--- config.mk ---
export PLATFORM = sky130hd
export DESIGN_NAME = axi4_lite_master
export DESIGN_NICKNAME = d
export VERILOG_FILES = /design/src/rtl/axi4_lite_master.sv
export SDC_FILE = /design/constraint.sdc
export NUM_CORES = 1
export LEC_CHECK = 0
export CAP_MARGIN = 20
export CELL_PAD_IN_SITES_DETAIL_PLACEMENT = 1
export CELL_PAD_IN_SITES_GLOBAL_PLACEMENT = 2
export CORE_UTILIZATION = 20
export DETAILED_ROUTE_END_ITERATION = 12
export GPL_TIMING_DRIVEN = 0
export HOLD_SLACK_MARGIN = 0.1
export PLACE_DENSITY_LB_ADDON = 0.1
export SETUP_SLACK_MARGIN = 0.4
export SLEW_MARGIN = 30
export SYNTH_ARGS = -nofsm -noshare
export SYNTH_HDL_FRONTEND = slang
export SYNTH_SLANG_ARGS = --single-unit
--- constraint.sdc ---
create_clock -name clk_i -period 1.7 [get_ports clk_i]
set_clock_uncertainty 0.2 [all_clocks]
set_input_delay 0.425 -clock clk_i [delete_from_list [all_inputs] [get_ports clk_i]]
set_output_delay 0.425 -clock clk_i [all_outputs]
set_load 0.005 [all_outputs]
--- src/rtl/axi4_lite_master.sv ---
// rtl/axi4_lite_master.sv - single-outstanding AXI4-Lite master, one read or write at a time
// All handshake outputs are registered; a request is accepted only from IDLE.
module axi4_lite_master #(
  parameter int AXI_ADDR_WIDTH = 64,
  parameter int AXI_DATA_WIDTH = 32
) (
  input  logic                          clk_i,
  input  logic                          arst_i,
  input  logic                          start_read_i,
  input  logic                          start_write_i,
  input  logic [AXI_ADDR_WIDTH-1:0]     addr_i,
  input  logic [AXI_DATA_WIDTH-1:0]     data_i,
  input  logic [AXI_DATA_WIDTH/8-1:0]   strb_i,
  output logic [AXI_DATA_WIDTH-1:0]     data_o,
  output logic                          done_o,
  output logic                          error_o,
  output logic                          busy_o,
  output logic                          AR_VALID,
  output logic [AXI_ADDR_WIDTH-1:0]     AR_ADDR,
  output logic [2:0]                    AR_PROT,
  input  logic                          AR_READY,
  input  logic [AXI_DATA_WIDTH-1:0]     R_DATA,
  input  logic [1:0]                    R_RESP,
  input  logic                          R_VALID,
  output logic                          R_READY,
  output logic                          AW_VALID,
  output logic [AXI_ADDR_WIDTH-1:0]     AW_ADDR,
  output logic [2:0]                    AW_PROT,
  input  logic                          AW_READY,
  output logic [AXI_DATA_WIDTH-1:0]     W_DATA,
  output logic [AXI_DATA_WIDTH/8-1:0]   W_STRB,
  output logic                          W_VALID,
  input  logic                          W_READY,
  input  logic [1:0]                    B_RESP,
  input  logic                          B_VALID,
  output logic                          B_READY
);

  typedef enum logic [2:0] {
    IDLE    = 3'd0,
    RD_ADDR = 3'd1,
    RD_DATA = 3'd2,
    WR_REQ  = 3'd3,
    WR_RESP = 3'd4
  } state_t;

  state_t                        state;
  logic [AXI_ADDR_WIDTH-1:0]     addr_q;
  logic                          aw_done;
  logic                          w_done;
  logic                          aw_hs;
  logic                          w_hs;
  logic                          aw_done_n;
  logic                          w_done_n;

  assign AR_ADDR = addr_q;
  assign AW_ADDR = addr_q;
  assign AR_PROT = 3'b000;
  assign AW_PROT = 3'b000;

  // Look-ahead flags so a same-cycle AW and W handshake still moves to WR_RESP.
  assign aw_hs     = AW_VALID & AW_READY;
  assign w_hs      = W_VALID & W_READY;
  assign aw_done_n = aw_done | aw_hs;
  assign w_done_n  = w_done | w_hs;

  always_ff @(posedge clk_i) begin
    if (arst_i) begin
      state    <= IDLE;
      addr_q   <= '0;
      W_DATA   <= '0;
      W_STRB   <= '0;
      data_o   <= '0;
      done_o   <= 1'b0;
      error_o  <= 1'b0;
      busy_o   <= 1'b0;
      AR_VALID <= 1'b0;
      R_READY  <= 1'b0;
      AW_VALID <= 1'b0;
      W_VALID  <= 1'b0;
      B_READY  <= 1'b0;
      aw_done  <= 1'b0;
      w_done   <= 1'b0;
    end else begin
      done_o  <= 1'b0;
      error_o <= 1'b0;
      case (state)
        IDLE: begin
          if (start_read_i) begin
            addr_q   <= addr_i;
            AR_VALID <= 1'b1;
            busy_o   <= 1'b1;
            state    <= RD_ADDR;
          end else if (start_write_i) begin
            addr_q   <= addr_i;
            W_DATA   <= data_i;
            W_STRB   <= strb_i;
            AW_VALID <= 1'b1;
            W_VALID  <= 1'b1;
            aw_done  <= 1'b0;
            w_done   <= 1'b0;
            busy_o   <= 1'b1;
            state    <= WR_REQ;
          end
        end
        RD_ADDR: begin
          if (AR_READY) begin
            AR_VALID <= 1'b0;
            R_READY  <= 1'b1;
            state    <= RD_DATA;
          end
        end
        RD_DATA: begin
          if (R_VALID) begin
            R_READY <= 1'b0;
            data_o  <= R_DATA;
            done_o  <= 1'b1;
            error_o <= (R_RESP != 2'b00);
            busy_o  <= 1'b0;
            state   <= IDLE;
          end
        end
        WR_REQ: begin
          if (aw_hs) begin
            AW_VALID <= 1'b0;
            aw_done  <= 1'b1;
          end
          if (w_hs) begin
            W_VALID <= 1'b0;
            w_done  <= 1'b1;
          end
          if (aw_done_n && w_done_n) begin
            B_READY <= 1'b1;
            state   <= WR_RESP;
          end
        end
        WR_RESP: begin
          if (B_VALID) begin
            B_READY <= 1'b0;
            done_o  <= 1'b1;
            error_o <= (B_RESP != 2'b00);
            aw_done <= 1'b0;
            w_done  <= 1'b0;
            busy_o  <= 1'b0;
            state   <= IDLE;
          end
        end
        default: state <= IDLE;
      endcase
    end
  end

endmodule

==> results.md <==
* Hold crit path type: input pin to register
* Max VDD drop at 0.566 mV
* Clock power frac at 0.359
* Placed Area at 0.0102 sq mm
* Top cell by count, worst path: buf_6
* NetSw at 3.10 mW
* DR iter-0 viols at 248
* Commonest non-fill, non-tap cell in the layout: buf_6
* Multiplexer area fraction after synthesis at 0
* Core ar. at 0.0296 sq mm
* Area delta synth->final at 96.5%
* Switch share at 0.290
* Count of different cell masters after synthesis at 41
* DIE AREA at 0.0308 sq mm
* Crit path cell chain: buf_6 > buf_6
* Synthesized area per cell at 8.15 sq um
* WS Path Type: register to output port
* Overall Power at 10.7 mW
* CP bufs+invs at 2
* Synth Area in XOR/XNOR at 0
* WL per Instance at 17.3 um
* Rows at 63
* GRT Util Overall at 0.168
* Met2 global-route usage at 0.272
* DIE HEIGHT at 176 um
* H-tree depth at 4
* Required time of the critical path at 1.07 ns
* Critical-path top delay cell: dfxtp_4
* Max Clock Freq at 0.616 GHz
* CTS sink count at 145
* Final hold vios at 0
* Top delay family on crit path: flip-flops
* Vias per cell at 4.34
* Pre-CTS WS at -0.962 ns
* Mapped Cells at 739
* Synth area leaders: dfxtp_1 (48%), a21oi_1 (12%), buf_4 (8.7%)
* Bufs on Longest Clock Path at 2
* Drt first pass iters at 4
* Comb power frac at 0.272
* Number of nets in the finished design at 1291
* Critical path arrival at 1.00 ns
* # IOs at 355
* Power density cells at 904 mW/mm^2
* Grt ovf at 0
* Dpl cells at 1481
* Leakage at 4.97 nW
* Synth Area in Compound Gates at 0.221
* Initial antenna violation count at 4
* Vias in the first global route at 6680
* RSZ-0062 raised after global routing: true
* Max-slew violation count at 0
* Yosys top cell by area: dfxtp_1
* Yosys top cell area share at 0.482
* First-pass GRT wire length at 39.9 mm
* Cell-internal power at 7.59 mW
* Commonest non-fill, non-tap cells in the layout: buf_6 (218), clkdlybuf4s50_1 (140), a21oi_1 (117)
* CP endpoint kind: output port
* TritonCTS clock tree: yes
* Fillers at 3422
* Synth Area in Simple Gates at 0.156
* Starting density of the core at 0.203
* Max incr delay on CP at 0.37 ns
* FF-to-FF setup slack at 0.09 ns
* Status: finished, final reports clean
* Detail Route Antenna Nets at 0
* Largest net degree at the start of global routing at 17
* Synth Cell Area at 0.00602 sq mm
* Final WL at 26.8 mm
* DRC at 0
* Setup violators final at 0
* Routing usage on met1 at 0.215
* Final cell count without fillers at 1550
* Post-route design area at 0.0118 sq mm
* Layout cells sized above 1 at 0.540
* Register share of total power at 0.369
* Sequential fraction of the synthesis area at 0.482
* MaxCap Viol Count at 0
* Final min period at 1.62 ns
* GRT Max-Usage Layer: met2
* Yosys warns at 0
* Port Buffers at 347
* Root Driver: clkbuf_16
* Fin worst setup slack at 0.0754 ns
* Final GP Congestion at 0.709
* CTS hold repair buffers at 0
* Met3 Use GR at 0.0617
* Clock transition at the registers of the reported paths at 0.06 ns
* Die W at 176 um
* Setup crit start kind: register
* Vias post-DR at 6728
* Largest family of logic cells by synthesized area: compound AO/OA/AOI/OAI gates
* Worst skew pair latency at 0.41 ns
* #FFs+latches synth at 145
* Post-Synth Adder-Cell Area at 0
* Crit path max fanout at 3
* Final worst path period share at 0.956
* Hpwl dp at 19.5 mm
* CTS buffer count at 17
==> what timing repair did <==
action / CTS / global route
buffers inserted: 13 / 19
gates resized for setup: 666 / 572
setup endpoints to repair: 348 / 349
hold endpoints to repair: 0 / 0
gates cloned: 0 / 4
pin swaps: 2 / 40
==> stage by stage <==
step                utilization  hold WS [ns]  TNS [ns]
detailed placement        0.343         0.248    -85.02
floorplan                     -         0.253         0
global route              0.399         0.196         0
CTS                       0.362         0.256         0
finish                    0.399         0.159         0
global placement          0.343         0.242    -84.11
==> cell usage after synthesis <==
| master | instances |
|---|---|
| a31oi_1 | 3 |
| buf_2 | 35 |
| nor2_1 | 5 |
| buf_6 | 1 |
| nand2_1 | 68 |
| nor3_2 | 1 |
| nor2_2 | 1 |
| o21a_1 | 1 |
| o21ai_0 | 3 |
| nor3b_1 | 2 |
| and3b_1 | 1 |
| a32oi_1 | 1 |
| nor3_1 | 2 |
| dfxtp_1 | 145 |
| nand2b_1 | 2 |
| nand3_1 | 100 |
| nor4b_1 | 1 |
| inv_2 | 1 |
| o21ai_1 | 101 |
| inv_1 | 1 |
| or3b_1 | 2 |
| nand4bb_1 | 1 |
| or2_1 | 1 |
| clkbuf_1 | 32 |
| a21bo_1 | 2 |
| a21oi_1 | 139 |
| or4_1 | 1 |
| a211o_1 | 1 |
| buf_1 | 2 |
| nor2b_1 | 2 |
| buf_4 | 70 |
| o31ai_1 | 1 |
| conb_1 | 1 |
| or3_1 | 1 |
| and4bb_1 | 2 |
| nor4_1 | 1 |
| o311ai_1 | 1 |
| o21ba_1 | 1 |
| a221oi_1 | 1 |
| a211oi_1 | 1 |
| o21bai_1 | 1 |
==> worst reg2reg max path, stage by stage (launching register included) <==
cell     delay [ns]
dfxtp_4        0.37
or3_4          0.40
buf_12         0.17
buf_6          0.15
o21ai_1        0.13
a21oi_1        0.08
==> registers in the layout (all words and copies together), names as in the netlist, 3 cells and up <==
name     count
AR_ADDR     64
state        3
W_STRB       4
data_o      32
W_DATA      32
==> layer usage <==
layer  wire (um)  share of wire
met1       11800           0.44
met2       12500           0.47
met3        2240          0.084
met4         155         0.0058
met5          48         0.0018
==> power groups by stage <==
stage          clock network [mW]  logic [mW]  registers, mW
2_1_floorplan                   0        1.13           3.89
3_3_place_gp                    0        2.59           3.92
3_5_place_dp                    0        2.60           3.93
4_1_cts                      4.00        2.47           3.89
5_1_grt                      4.13        3.15           3.98
6_report                     3.84        2.90           3.95
==> final timing paths <==
path	endpoint	depth (start not counted)	start
max	AW_ADDR[2]	2	AR_ADDR[2]
min	state[1]	3	R_VALID
max reg2reg	AR_ADDR[15]	5	state[0]
min reg2reg	data_o[4]	2	data_o[4]
==> final cells by class <==
cell class | count | area (sq um) | share of cell area
Multi-Input combinational cell | 457 | 2660 | 0.224
Antenna cell | 1 | 2.50 | 0.000211
Buffer | 140 | 1330 | 0.112
Timing Repair Buffer | 383 | 3640 | 0.307
Sequential cell | 145 | 3130 | 0.265
Clock inverter | 13 | 151 | 0.0128
Tap cell | 390 | 488 | 0.0412
Inverter | 2 | 7.51 | 0.000634
Clock buffer | 19 | 433 | 0.0366
==> cells by family (layout without fill, tap and decap cells) <==
logic type / count (synthesis) / after routing
AND/OR/NAND/NOR: 194 / 194
other: 1 / 7
flip-flops: 145 / 145
AO/OA/AOI/OAI: 257 / 257
buffers and inverters: 142 / 557
(Power assumes the default switching activity.)
